===== config.mk =====
export PLATFORM = sky130hd
export DESIGN_NAME = rx_fcs_check
export DESIGN_NICKNAME = d
export VERILOG_FILES = /design/src/rtl/eth_fcs_pkg.sv /design/src/rtl/crc32_d8.sv /design/src/rtl/rx_fcs_check.sv
export SDC_FILE = /design/constraint.sdc
export NUM_CORES = 1
export LEC_CHECK = 0
export BUFFER_PORTS_ARGS = -buffer_cell sky130_fd_sc_hd__buf_2
export CORE_MARGIN = 2
export CORE_UTILIZATION = 55
export CTS_BUF_LIST = sky130_fd_sc_hd__clkbuf_4 sky130_fd_sc_hd__clkbuf_8
export CTS_CLUSTER_SIZE = 8
export DETAILED_ROUTE_END_ITERATION = 12
export PLACE_DENSITY = 0.74
export SLEW_MARGIN = 20
export SYNTH_ARGS = -nofsm -noshare
export SYNTH_HDL_FRONTEND = slang
export SYNTH_SLANG_ARGS = --single-unit

===== constraint.sdc =====
create_clock -name clk -period 2.62 [get_ports clk]
set_clock_uncertainty 0.05 [all_clocks]
set_input_delay 0.393 -clock clk [delete_from_list [all_inputs] [get_ports clk]]
set_output_delay 0.393 -clock clk [all_outputs]
set_load 0.01 [all_outputs]

===== src/rtl/eth_fcs_pkg.sv =====
// Shared Ethernet FCS definitions: CRC-32 constants, checker state encoding
// and the byte-wide reflected CRC-32 step used by the RX checker and TX inserter.
package eth_fcs_pkg;

  localparam logic [31:0] CRC32_POLY    = 32'hEDB8_8320;
  localparam logic [31:0] CRC32_INIT    = 32'hFFFF_FFFF;
  localparam logic [31:0] CRC32_RESIDUE = 32'hDEBB_20E3;
  localparam int          FCS_LEN       = 4;

  typedef enum logic [1:0] {
    SKIP  = 2'd0,
    IDLE  = 2'd1,
    FRAME = 2'd2
  } fcs_state_t;

  // Reflected CRC-32 update for one byte, least significant bit first.
  function automatic logic [31:0] crc32_byte(input logic [31:0] crc, input logic [7:0] data);
    logic [31:0] c;
    c = crc ^ {24'd0, data};
    for (int i = 0; i < 8; i++) begin
      if (c[0]) begin
        c = {1'b0, c[31:1]} ^ CRC32_POLY;
      end else begin
        c = {1'b0, c[31:1]};
      end
    end
    return c;
  endfunction

endpackage


===== src/rtl/crc32_d8.sv =====
// Combinational byte-wide CRC-32 (reflected, poly 0xEDB88320) next-state logic.
module crc32_d8
  import eth_fcs_pkg::*;
(
  input  logic [31:0] crc_i,
  input  logic [7:0]  data_i,
  output logic [31:0] crc_o
);

  // Next CRC value after absorbing data_i.
  always_comb begin
    crc_o = crc32_byte(crc_i, data_i);
  end

endmodule


===== src/rtl/rx_fcs_check.sv =====
// Receive FCS checker: runs CRC-32 over every post-SFD byte, strips the
// trailing 4 FCS bytes through a 4-deep delay line and reports FCS error,
// runt and frame length on a one-cycle end-of-frame pulse.
// Optional: define RX_FCS_STATS_EN to add saturating frame / FCS-error counters.
module rx_fcs_check
  import eth_fcs_pkg::*;
#(
  parameter int MIN_FRAME_LEN = 64,
  parameter int LEN_W         = 16
) (
  input  logic             clk,
  input  logic             rst,
  input  logic             valid_i,
  input  logic [7:0]       data_i,
  input  logic             er_i,
  output logic             valid_o,
  output logic [7:0]       data_o,
  output logic             er_o,
  output logic             eof_o,
  output logic             fcs_error_o,
  output logic             runt_o,
  output logic [LEN_W-1:0] frame_len_o
`ifdef RX_FCS_STATS_EN
  ,
  output logic [31:0]      stat_frames_o,
  output logic [31:0]      stat_fcs_err_o
`endif
);

  localparam logic [LEN_W-1:0] LEN_MAX_C = {LEN_W{1'b1}};
  localparam logic [LEN_W-1:0] FCS_LEN_C = LEN_W'(FCS_LEN);
  localparam logic [LEN_W-1:0] MIN_LEN_C = LEN_W'(MIN_FRAME_LEN);

  fcs_state_t       state_r;
  logic [31:0]      crc_r;
  logic [31:0]      crc_seed_s;
  logic [31:0]      crc_next_s;
  logic [LEN_W-1:0] count_r;
  logic [3:0][7:0]  dl_data_r;
  logic [3:0]       dl_er_r;

  // First byte of a frame starts from the init value; later bytes chain on.
  always_comb begin
    if (state_r == IDLE) begin
      crc_seed_s = CRC32_INIT;
    end else begin
      crc_seed_s = crc_r;
    end
  end

  crc32_d8 u_crc (
    .crc_i  (crc_seed_s),
    .data_i (data_i),
    .crc_o  (crc_next_s)
  );

  // Delay line holding the last four {data, er} pairs of the current frame.
  always_ff @(posedge clk) begin
    if (rst) begin
      dl_data_r <= '0;
      dl_er_r   <= 4'd0;
    end else if (valid_i && (state_r != SKIP)) begin
      dl_data_r <= {dl_data_r[2:0], data_i};
      dl_er_r   <= {dl_er_r[2:0], er_i};
    end else begin
      dl_data_r <= dl_data_r;
      dl_er_r   <= dl_er_r;
    end
  end

  // Frame state machine, CRC/length tracking and registered outputs.
  always_ff @(posedge clk) begin
    if (rst) begin
      state_r     <= SKIP;
      crc_r       <= CRC32_INIT;
      count_r     <= '0;
      valid_o     <= 1'b0;
      data_o      <= 8'd0;
      er_o        <= 1'b0;
      eof_o       <= 1'b0;
      fcs_error_o <= 1'b0;
      runt_o      <= 1'b0;
      frame_len_o <= '0;
    end else begin
      valid_o     <= 1'b0;
      eof_o       <= 1'b0;
      fcs_error_o <= 1'b0;
      runt_o      <= 1'b0;
      case (state_r)
        SKIP: begin
          // Wait out any frame already in flight when reset released.
          if (!valid_i) begin
            state_r <= IDLE;
          end else begin
            state_r <= SKIP;
          end
        end
        IDLE: begin
          if (valid_i) begin
            state_r <= FRAME;
            crc_r   <= crc_next_s;
            count_r <= LEN_W'(1);
          end else begin
            state_r <= IDLE;
          end
        end
        FRAME: begin
          if (valid_i) begin
            crc_r <= crc_next_s;
            if (count_r != LEN_MAX_C) begin
              count_r <= count_r + LEN_W'(1);
            end else begin
              count_r <= count_r;
            end
            // Line already full: the oldest byte is payload, never FCS.
            if (count_r >= FCS_LEN_C) begin
              valid_o <= 1'b1;
              data_o  <= dl_data_r[3];
              er_o    <= dl_er_r[3];
            end else begin
              valid_o <= 1'b0;
            end
          end else begin
            state_r     <= IDLE;
            eof_o       <= 1'b1;
            fcs_error_o <= (crc_r != CRC32_RESIDUE) || (count_r <= FCS_LEN_C);
            runt_o      <= (count_r < MIN_LEN_C);
            frame_len_o <= count_r;
          end
        end
        default: begin
          state_r <= SKIP;
        end
      endcase
    end
  end

`ifdef RX_FCS_STATS_EN
  // Saturating frame and FCS-error counters, advanced the cycle after eof_o.
  always_ff @(posedge clk) begin
    if (rst) begin
      stat_frames_o  <= 32'd0;
      stat_fcs_err_o <= 32'd0;
    end else if (eof_o) begin
      if (stat_frames_o != 32'hFFFF_FFFF) begin
        stat_frames_o <= stat_frames_o + 32'd1;
      end else begin
        stat_frames_o <= stat_frames_o;
      end
      if (fcs_error_o && (stat_fcs_err_o != 32'hFFFF_FFFF)) begin
        stat_fcs_err_o <= stat_fcs_err_o + 32'd1;
      end else begin
        stat_fcs_err_o <= stat_fcs_err_o;
      end
    end else begin
      stat_frames_o  <= stat_frames_o;
      stat_fcs_err_o <= stat_fcs_err_o;
    end
  end
`endif

endmodule


==> flow_metrics.py <==
metrics = {
    "power_and_ir_drop": {
        "switchingPower_mw": 1.30,
        "p_leak_nw": 2.44,
        "power_density_nw_per_um2": 700,
        "irDropWorstVdd_mv": 0.387,
        "combPwrFrac_pct": 21.4,
        "clkPwrFrac_pct": 35.4,
        "netSwitchingFraction_pct": 29.7,
        "internal_power_mw": 3.09,
        "seq_power_share_pct": 43.1,
    },
    "final_layout": {
        "nets": 715,
        "drive_gt1_share_pct": 15.8,
        "area_delta_synth_final_pct": 10.9,
        "final_core_util_pct": 61.8,
        "regArea_um2": 2300,
        "num_antenna_cells": 0,
        "multi_input_area_um2": 3070,
        "nFillCells": 868,
    },
    "clocking": {
        "clkTransAtPathRegs_ns": 0.07,
        "worstSkewPairLatency_ns": 0.45,
        "cts_hold_buf": 0,
        "cts_resized": 1,
        "cts_root_buf": "clkbuf_8",
        "cts_tree": "done",
        "postCtsSetupBuffers": 0,
        "cts_buffer_depth": 2,
        "cts.sinks": 115,
        "cts_max_level": 4,
        "numCtsBuffers": 17,
    },
    "setup_path": {
        "r2r-start": "state_r[1]$_SDFFE_PP0P_",
        "startpoint_type": "flop",
        "startpoint": "state_r[1]$_SDFFE_PP0P_",
        "required_ns": 2.88,
        "cp-end-kind": "flop",
        "critPathKind": "flop to flop",
        "cp_data_arrival_time_ns": 2.62,
        "worstPathMaxFanout": 12,
        "r2r_slack_ns": 0.26,
    },
    "logic_synthesis": {
        "syn_avg_cell_area_um2": 8.40,
        "yosysWarnings": 0,
        "synth-main-ff-cell": "dfxtp_1",
        "ys_seq_area_share_pct": 40.7,
        "netlist_instances": 673,
        "yosys-top-cells-area": "dfxtp_1 (41%), nand2_1 (9.5%), xnor2_1 (9.0%)",
        "netlist_area_um2": 5650,
        "syn-num-nets": 690,
        "synth_cell_types": 53,
        "synth_edf_count": 0,
        "ys_seq_elements": 115,
        "synth_top_area_cell": "dfxtp_1",
        "yosysTopAreaCellShare_pct": 40.7,
        "async_flop_share_pct": 0,
    },
    "drt": {
        "postRouteWirelength_um": 12500,
        "via_per_inst": 5.44,
        "drtPass1Iterations": 5,
        "vias": 4599,
        "drc_errors": 0,
        "drtIter0Drc": 329,
        "ant_nets": 0,
        "wl_per_cell_um": 14.8,
    },
    "timing": {
        "finalHoldViolCount": 0,
        "finalSetupViolCount": 0,
        "worst_pin_slew_ns": 0.679,
        "fin_crit_ns": 2.36,
        "drv_slew": 0,
        "relSlewSlack_pct": 54.7,
        "rsz0062_at_grt": "false",
        "final.setup.tns_ns": 0,
        "timing.final.crit_share_pct": 89.9,
        "fmax_mhz": 424,
        "layout_setup_ws_ns": 0.264,
    },
    "global_route": {
        "use_met1_pct": 31.0,
        "overflow": 0,
        "antenna_found_initial": 0,
        "gr-usage-met2_pct": 36.9,
        "grt.met3_usage_pct": 6.62,
        "grt_pass1_vias": 4360,
        "top_usage_layer": "met2",
        "grt_pass1_wl_um": 21100,
        "track_usage_pct": 23.9,
        "grt_max_degree": 48,
    },
    "die": {
        "rows": 37,
        "ios": 41,
        "fp.dieArea_um2": 11100,
        "core_um2": 10100,
        "initial_utilization_pct": 55.7,
        "die_w_um": 105,
        "die_h_um": 105,
    },
    "placement": {
        "place_congestion": 0.907,
        "dp_worst_setup_slack_ns": -0.00249,
        "dp_hpwl_um": 8770,
        "port_buffers": 40,
    },
    "status": {
        "outcome": "finished, final reports clean",
    },
    "min_path": {
        "min_from": "er_i",
        "min_path_type": "primary input to flop",
    },
    "flow_run": {
        "max_cap_viol_count": 0,
    },
}
synthesized netlist by cell type (6+ instances only):
master / n
clkbuf_1: 28
inv_1: 7
nand3_1: 11
nand4_1: 10
xnor2_1: 58
a21oi_1: 60
xor2_1: 31
nor2_1: 63
o21ai_0: 6
nor3_1: 10
o211ai_1: 28
mux2i_1: 10
nand2_1: 143
dfxtp_1: 115
buf_2: 9
worst paths after layout:
path	end	cells after the start
max reg2reg	crc_r[23]$_SDFFE_PP1P_	8
min reg2reg	dl_data_r[29]$_SDFFE_PP0P_	2
max	crc_r[23]$_SDFFE_PP1P_	8
min	dl_er_r[0]$_SDFFE_PP0P_	3
per-layer routing:
| layer | routed length [um] | part of all wire, % |
|---|---|---|
| met5 | 0 | 0 |
| met4 | 284 | 2.3 |
| met3 | 633 | 5.1 |
| met2 | 5790 | 46 |
| met1 | 5800 | 46 |
critical path: stages (launching register included):
cell	delay, ns
dfxtp_1	0.35
inv_1	0.10
ha_2	0.28
inv_2	0.20
nand3_1	0.19
a211oi_1	0.34
o211ai_1	0.17
a2111oi_0	0.42
nor3_1	0.13
power by group through the flow:
stage / clock network [mW] / registers, mW / logic, mW
after CTS: 1.58 / 1.89 / 0.931
after floorplan: 0 / 1.89 / 0.777
after global placement: 0 / 1.93 / 0.906
final: 1.55 / 1.89 / 0.939
after global routing: 1.67 / 1.90 / 1.02
after detailed placement: 0 / 1.93 / 0.922
cells by family (layout without fill, tap and decap cells):
kind of cell / Yosys count / count (layout) / share of synthesized area (%)
xor+xnor: 97 / 97 / 16.8
compound gates: 115 / 115 / 12.8
flops: 115 / 115 / 40.7
simple gates: 274 / 274 / 21.7
mux: 10 / 10 / 1.77
buf+inv: 57 / 94 / 5.07
fa+ha+maj: 5 / 5 / 1.11
metrics by stage:
step	power [mW]	hold slack, ns	instance area (um2)	instances
CTS	4.40	0.133	6260	846
detailed placement	2.85	0.396	5880	815
global route	4.59	0.141	6270	846
floorplan	2.67	0.382	5650	673
global placement	2.83	0.388	5880	815
finish	4.39	0.149	6270	846
layout make-up:
class                           instances  area share [%]
Inverter                                8           0.479
Multi-Input combinational cell        501            49.0
Tap cell                              136            2.72
Clock inverter                          8            1.24
Sequential cell                       115            36.7
Timing Repair Buffer                   55            4.99
Clock buffer                           23            4.85
flip-flops by register name (all words and copies together), names as in the netlist:
signal and flops:
count_r 16, crc_r 32, data_o 8, dl_data_r 32
dl_er_r 4, eof_o 1, er_o 1, fcs_error_o 1
frame_len_o 16, runt_o 1, state_r 2, valid_o 1
placed cells by master (no fill, tap or decap), drive strengths merged, types with 11 or more instances in the layout:
master,count
nand2,145
dfxtp,115
nor2,65
xnor2,62
a21oi,60
buf,55
xor2,34
o211ai,31
clkbuf,23
nand3,12
nor3,11
(Power assumes the default switching activity.)
